[src/rtl/rng_xorshift_stream_pkg.sv]
// Shared constants and the xorshift32 step for the random stream block.
// The shift triple (13, 17, 5) gives a full 2^32-1 period on nonzero state.
package rng_xorshift_stream_pkg;

  localparam logic [31:0] DEFAULT_SEED = 32'h8E20A6E5;
  localparam int unsigned XS_A = 13;
  localparam int unsigned XS_B = 17;
  localparam int unsigned XS_C = 5;

  function automatic logic [31:0] xs(input logic [31:0] s);
    logic [31:0] t;
    t = s ^ (s << XS_A);
    t = t ^ (t >> XS_B);
    t = t ^ (t << XS_C);
    return t;
  endfunction

endpackage

[src/rtl/rng_xorshift_stream.sv]
// Xorshift32 generator streamed out as OUT_W-bit chunks, LSB chunk first.
// The next word loads in the same cycle the last chunk leaves, so no bubbles.
module rng_xorshift_stream
  import rng_xorshift_stream_pkg::*;
#(
  parameter int          OUT_W = 8,
  parameter logic [31:0] SEED  = DEFAULT_SEED,
  parameter int          CNT_W = 16
) (
  input  logic             clk,
  input  logic             rst,
  input  logic             seed_we,
  input  logic [31:0]      seed_in,
  input  logic             rnd_ready,
  output logic             rnd_valid,
  output logic [OUT_W-1:0] rnd_out,
  output logic [CNT_W-1:0] word_cnt
);

  localparam int         CHUNKS  = 32 / OUT_W;
  localparam logic [1:0] LAST    = 2'(CHUNKS - 1);
  localparam logic [CNT_W-1:0] CNT_MAX = '1;

  generate
    if (!(OUT_W == 8 || OUT_W == 16 || OUT_W == 32)) begin : g_bad_out_w
      $error("rng_xorshift_stream: OUT_W must be 8, 16 or 32");
    end
  endgenerate

  logic [31:0]      s_q, s_d;
  logic [31:0]      buf_q, buf_d;
  logic             valid_q, valid_d;
  logic [1:0]       idx_q, idx_d;
  logic [CNT_W-1:0] cnt_q, cnt_d;
  logic [31:0]      nxt;
  logic             xfer;
  logic             load;

  assign nxt  = xs(s_q);
  assign xfer = valid_q & rnd_ready;
  assign load = !valid_q | (xfer & (idx_q == LAST));

  // Next-state: reseed beats load, load beats a plain chunk shift.
  always_comb begin
    s_d     = s_q;
    buf_d   = buf_q;
    valid_d = valid_q;
    idx_d   = idx_q;
    cnt_d   = cnt_q;
    if (seed_we) begin
      s_d     = (seed_in == 32'd0) ? SEED : seed_in;
      buf_d   = '0;
      valid_d = 1'b0;
      idx_d   = '0;
      cnt_d   = '0;
    end else if (load) begin
      s_d     = nxt;
      buf_d   = nxt;
      valid_d = 1'b1;
      idx_d   = '0;
      if (cnt_q != CNT_MAX) cnt_d = cnt_q + CNT_W'(1);
    end else if (xfer) begin
      buf_d = buf_q >> OUT_W;
      idx_d = idx_q + 2'd1;
    end
  end

  // State registers with synchronous reset to the power-on seed.
  always_ff @(posedge clk) begin
    if (rst) begin
      s_q     <= SEED;
      buf_q   <= '0;
      valid_q <= 1'b0;
      idx_q   <= '0;
      cnt_q   <= '0;
    end else begin
      s_q     <= s_d;
      buf_q   <= buf_d;
      valid_q <= valid_d;
      idx_q   <= idx_d;
      cnt_q   <= cnt_d;
    end
  end

  assign rnd_valid = valid_q;
  assign rnd_out   = buf_q[OUT_W-1:0];
  assign word_cnt  = cnt_q;

endmodule

[config.mk]
export PLATFORM = sky130hd
export DESIGN_NAME = rng_xorshift_stream
export DESIGN_NICKNAME = d
export VERILOG_FILES = /design/src/rtl/rng_xorshift_stream_pkg.sv /design/src/rtl/rng_xorshift_stream.sv
export SDC_FILE = /design/constraint.sdc
export NUM_CORES = 1
export LEC_CHECK = 0
export CAP_MARGIN = 20
export CORE_UTILIZATION = 40
export CTS_BUF_LIST = sky130_fd_sc_hd__clkbuf_2
export CTS_CLUSTER_SIZE = 10
export DETAILED_ROUTE_END_ITERATION = 8
export PLACE_DENSITY = 0.64
export SYNTH_ARGS = -nofsm -noshare
export SYNTH_HDL_FRONTEND = slang
export SYNTH_SLANG_ARGS = --single-unit
[constraint.sdc]
create_clock -name clk -period 1.8 [get_ports clk]
set_input_delay 0.18 -clock clk [delete_from_list [all_inputs] [get_ports clk]]
set_output_delay 0.18 -clock clk [all_outputs]
set_load 0.005 [all_outputs]
# Yosys cells after proc, flatten, opt, wreduce, memory -nomap -nowiden

Index checks and enable logic that the tools add are counted.

Register bits after elaboration: 83
Bits in latches: 0
RAM bits: 0
Bits in read-only memories: 0
Bits of input ports: 36
Output and inout bits: 25
Word-level logic and storage cells: 27
Memories: 0

Add/subtract/negate cells: 2
Multiply operators: 0
Divide/modulo/power cells: 0
Order comparisons: 0
Equal/unequal tests: 2
Shift-type cells: 0
Mux-type cells: 5
Bitwise gates (word level): 6
Reductions and logical operators: 7

Operator list:

| operator                                      | number |
|---|---|
| 2-to-1 mux 32 bit                             | 5 |
| bitwise XOR 32 bit                            | 2 |
| logical NOT 32 bit                            | 1 |
| bitwise XOR 32 x 15 -> 32 bit                 | 1 |
| adder 16 x 1 -> 16 bit, second input constant | 1 |
| != test 16 bit, second input constant         | 1 |
| nonzero test 2 bit                            | 2 |
| OR reduction 3 bit                            | 1 |
| adder 2 x 1 -> 2 bit, second input constant   | 1 |
| bitwise AND 1 bit                             | 2 |
| == test 2 bit, second input constant          | 1 |
| AND reduction 2 bit                           | 1 |
| OR reduction 2 bit                            | 1 |
| logical NOT 1 bit                             | 1 |
| bitwise OR 1 bit                              | 1 |

# Logic depth before layout (Yosys ltp)

Depth in word-level cells: 5
Mapped depth: 8
Gate-level depth less buffers: 5

# Worst setup path after synthesis

Ideal clock, no wire load.

Kind: register -> register
Start point: register idx_q[0]
End point: register cnt_q[15], in the netlist word_cnt[15]
Library setup time: 0.070 ns
Arrival: 1.805 ns
Slack: -0.076 ns
Stages on the path, launching flop included: 6
Cell sequence: dfxtp_1 ha_1 a21boi_2 or4_4 or4_1 a21oi_1

Cells in the longest elaborated chain, start to end: 4

Ends and longest elaborated chain:

| element                       | line                      | text |
|---|---|---|
| start: declaration            | rng_xorshift_stream.sv:33 | `logic [1:0] idx_q, idx_d;` |
| start signal: assignment      | rng_xorshift_stream.sv:80 | `idx_q <= idx_d;` |
| == test 2 bit                 | rng_xorshift_stream.sv:41 | `assign load = !valid_q \| (xfer & (idx_q == LAST));` |
| bitwise AND 1 bit             | rng_xorshift_stream.sv:41 |  |
| bitwise OR 1 bit              | rng_xorshift_stream.sv:41 |  |
| AND reduction 2 bit (no line) | --                        |  |
| end signal: assignment        | rng_xorshift_stream.sv:81 | `cnt_q <= cnt_d;` |
| end: declaration              | rng_xorshift_stream.sv:34 | `logic [CNT_W-1:0] cnt_q, cnt_d;` |

No other way between the ends.
A chain may end at the register's enable or synchronous reset.

# Worst setup path after layout

Start point: register cnt_q[1], in the netlist word_cnt[1]
End point: register cnt_q[15], in the netlist word_cnt[15]

Cells in the longest elaborated chain, start to end: 2

Ends and longest elaborated chain:

| element |
|---|
| parallel branches: the longest is 2 deep, another holds adder 16 x 1 -> 16 bit |

Parallel ways; which one is timed is not known.

==> results.tsv <==
metric	value	unit
outcome	finished clean	
syn_avg_cell_area	8.81	um2
synth_edf_count	0	
syn_nets	607	
final_util	54.9	%
place_hpwl	11600	um
firstDrtPassIters	5	
post_route_cells_drive_above_1_share	24.3	%
p_leak	0.00283	uW
critPathBufInv	1	
grt_pass1_wl	24000	um
antenna_found_initial	0	
min_period	1780	ps
die_w	114	um
grt_max_degree	34	
slowest_stage	or4_4	
crit_path_end_kind	register	
synthFlopType	dfxtp_1	
synth_area	5010	um2
core_area	12100	um2
cts_hold_buf	0	
placementRows	40	
root_buffer	clkbuf_2	
ys_seq_area_share	33.1	%
dp_slack	-365	ps
critPathKind	reg -> reg	
powerDensity	1160	nW/um2
final_common_cell	buf_4	
grtUsageTotal	24.4	%
crit_family	simple AND/OR/NAND/NOR gates	
min_period_over_period	98.8	%
required	2300	ps
max-cap-violations	0	
final_area	6650	um2
rr_worst_depth	5	
worstPathMaxFanout	4	
r2r_slack	20	ps
power.switching	2900	uW
syn_inst	569	
swShare	37.5	%
start_util	41.4	%
setup_tns	0	ps
route.detailed.drc	0	
drt-total-wl	15000	um
rr_endpoint	word_cnt[15]	
clk_pin_slew_worst_paths	210	ps
cts_tree	yes	
yosysWarningCount	0	
n_antenna_cell	0	
routed_via_density	5.45	
rsz0062_at_grt	true	
internal-power	4830	uW
finClkSkew	19.8	ps
min-delay-start	seed_in[25]	
regToRegStartpoint	word_cnt[1]	
ant_nets	0	
holdPathEnd	s_q[25]	
async_reset_ff_share	0	%
slew_headroom	63.8	%
critPathLaunchType	register	
clkPwrFrac	12.4	%
synth_cell_types	52	
clock_path_buffers	2	
hold_path.class	in -> reg	
dp_cells	843	
dieArea	13000	um2
worst_pin_slew	544	ps
slew_viol_final	0	
hold_viol	0	
power_frac_comb	54.7	%
overflow	0	
drtIter0Drc	310	
nets	726	
fin_cells	860	
path_cells	buf_4 > nand2_2 > or4_4 > or4_4 > a21oi_2	
layout_common_cells	buf_4 (99), dfxtp_1 (64), nor2_1 (60)	
grt_pass1_vias	4565	
pwr-share-seq	32.9	%
cp_slowest_stage_delay	550	ps
cts_sinks	83	
numCtsBuffers	9	
ys_ff_latch	83	
dpl_cell_area	6370	um2
cp_common_cell	or4_4	
die_height	114	um
clock_latency	560	ps
hold_depth	3	
ir_drop	913	uV
final-setup-viol-count	0	
port_buffers	60	
io_pins	61	
htreeDepth	3	
vias	4689	
setup_slack	21.0	ps
place.gp.congestion	0.862	
syn_to_final_growth	32.6	%
arrival	2280	ps
fmax	562	MHz
wl_per_cell	17.5	um
power by group through the flow:
stage / clock network, uW / logic (uW) / registers (uW)
after floorplan: 0 / 3050 / 2360
after global placement: 0 / 4110 / 2550
after detailed placement: 0 / 4150 / 2560
after CTS: 996 / 4210 / 2530
after global routing: 1060 / 4570 / 2580
final: 959 / 4220 / 2540
cells by family after synthesis:
kind of cell    after synthesis  synth area share, %
compound gates              146                 19.0
xor+xnor                     85                 22.6
fa+ha+maj                     2                0.499
buf+inv                      73                 6.41
flops                        83                 33.1
mux                           5                 1.02
simple gates                175                 17.4
how the worst max path moves through the flow:
| stage | startpoint | end | slack [ps] | depth (start not counted) |
|---|---|---|---|---|
| 2_1_floorplan | idx_q[0] | word_cnt[15] | 0.4 | 5 |
| 3_3_place_gp | seed_in[10] | s_q[9] | -350 | 7 |
| 3_5_place_dp | seed_in[9] | s_q[9] | -370 | 7 |
| 4_1_cts | word_cnt[9] | word_cnt[9] | 4 | 2 |
| 5_1_grt | word_cnt[0] | word_cnt[12] | -60 | 5 |
| 6_report | word_cnt[1] | word_cnt[15] | 20 | 5 |
layout make-up:
type / count / area [um2]
multi-input combinational: 413 / 3160
sequential: 83 / 1690
clock buffer: 11 / 55.1
fill: 1141 / 5460
clock inverter: 4 / 42.5
tap: 168 / 210
inverter: 17 / 63.8
timing repair buffer: 164 / 1430
worst min-delay path, stage by stage:
cell and delay [ps]:
clkdlybuf4s50_1 410, inv_1 60, a22oi_1 70
flip-flops by register name, summed over array words and instances, names as in the netlist:
register	count
word_cnt	16
rnd_valid	1
buf_q	32
idx_q	2
s_q	32
synthesized netlist by cell type (8+ instances only):
master     n  area, um2
xnor3_1   21        473
clkbuf_1  31        116
inv_1     16       60.1
a21oi_1   36        180
buf_4      8       60.1
nand3_1   10       50.1
buf_2     14       70.1
a22oi_1   13       97.6
a311oi_1   9       78.8
a211oi_1  11       82.6
nor3_1     8       40.0
o21ai_0   36        180
nor4_1    11       68.8
nand2_1   34        128
or3_1     20        125
xor2_1    22        193
dfxtp_1   83       1660
nor2_1    60        225
xnor2_1   35        307
o31ai_1   12       90.1
per-layer routing:
| metal | part of all wire, % | wire, um | global-route usage, % |
|---|---|---|---|
| met5 | 0 | 0 | 0 |
| met2 | 48 | 7270 | 39.9 |
| met4 | 3.7 | 550 | 12.8 |
| met3 | 4.0 | 596 | 3.56 |
| met1 | 44 | 6620 | 31.1 |
through the flow:
stage	hold WS [ps]	power, uW
finish	189	7730
global route	169	8220
CTS	133	7730
detailed placement	446	6720
global placement	440	6660
floorplan	313	5410
timing repair:
| item | CTS | global route |
|---|---|---|
| buffers inserted | 0 | 2 |
| gates resized for setup | 17 | 38 |
| pin swaps | 2 | 6 |
| endpoints found under the setup margin | 16 | 31 |
(Power assumes the default switching activity.)
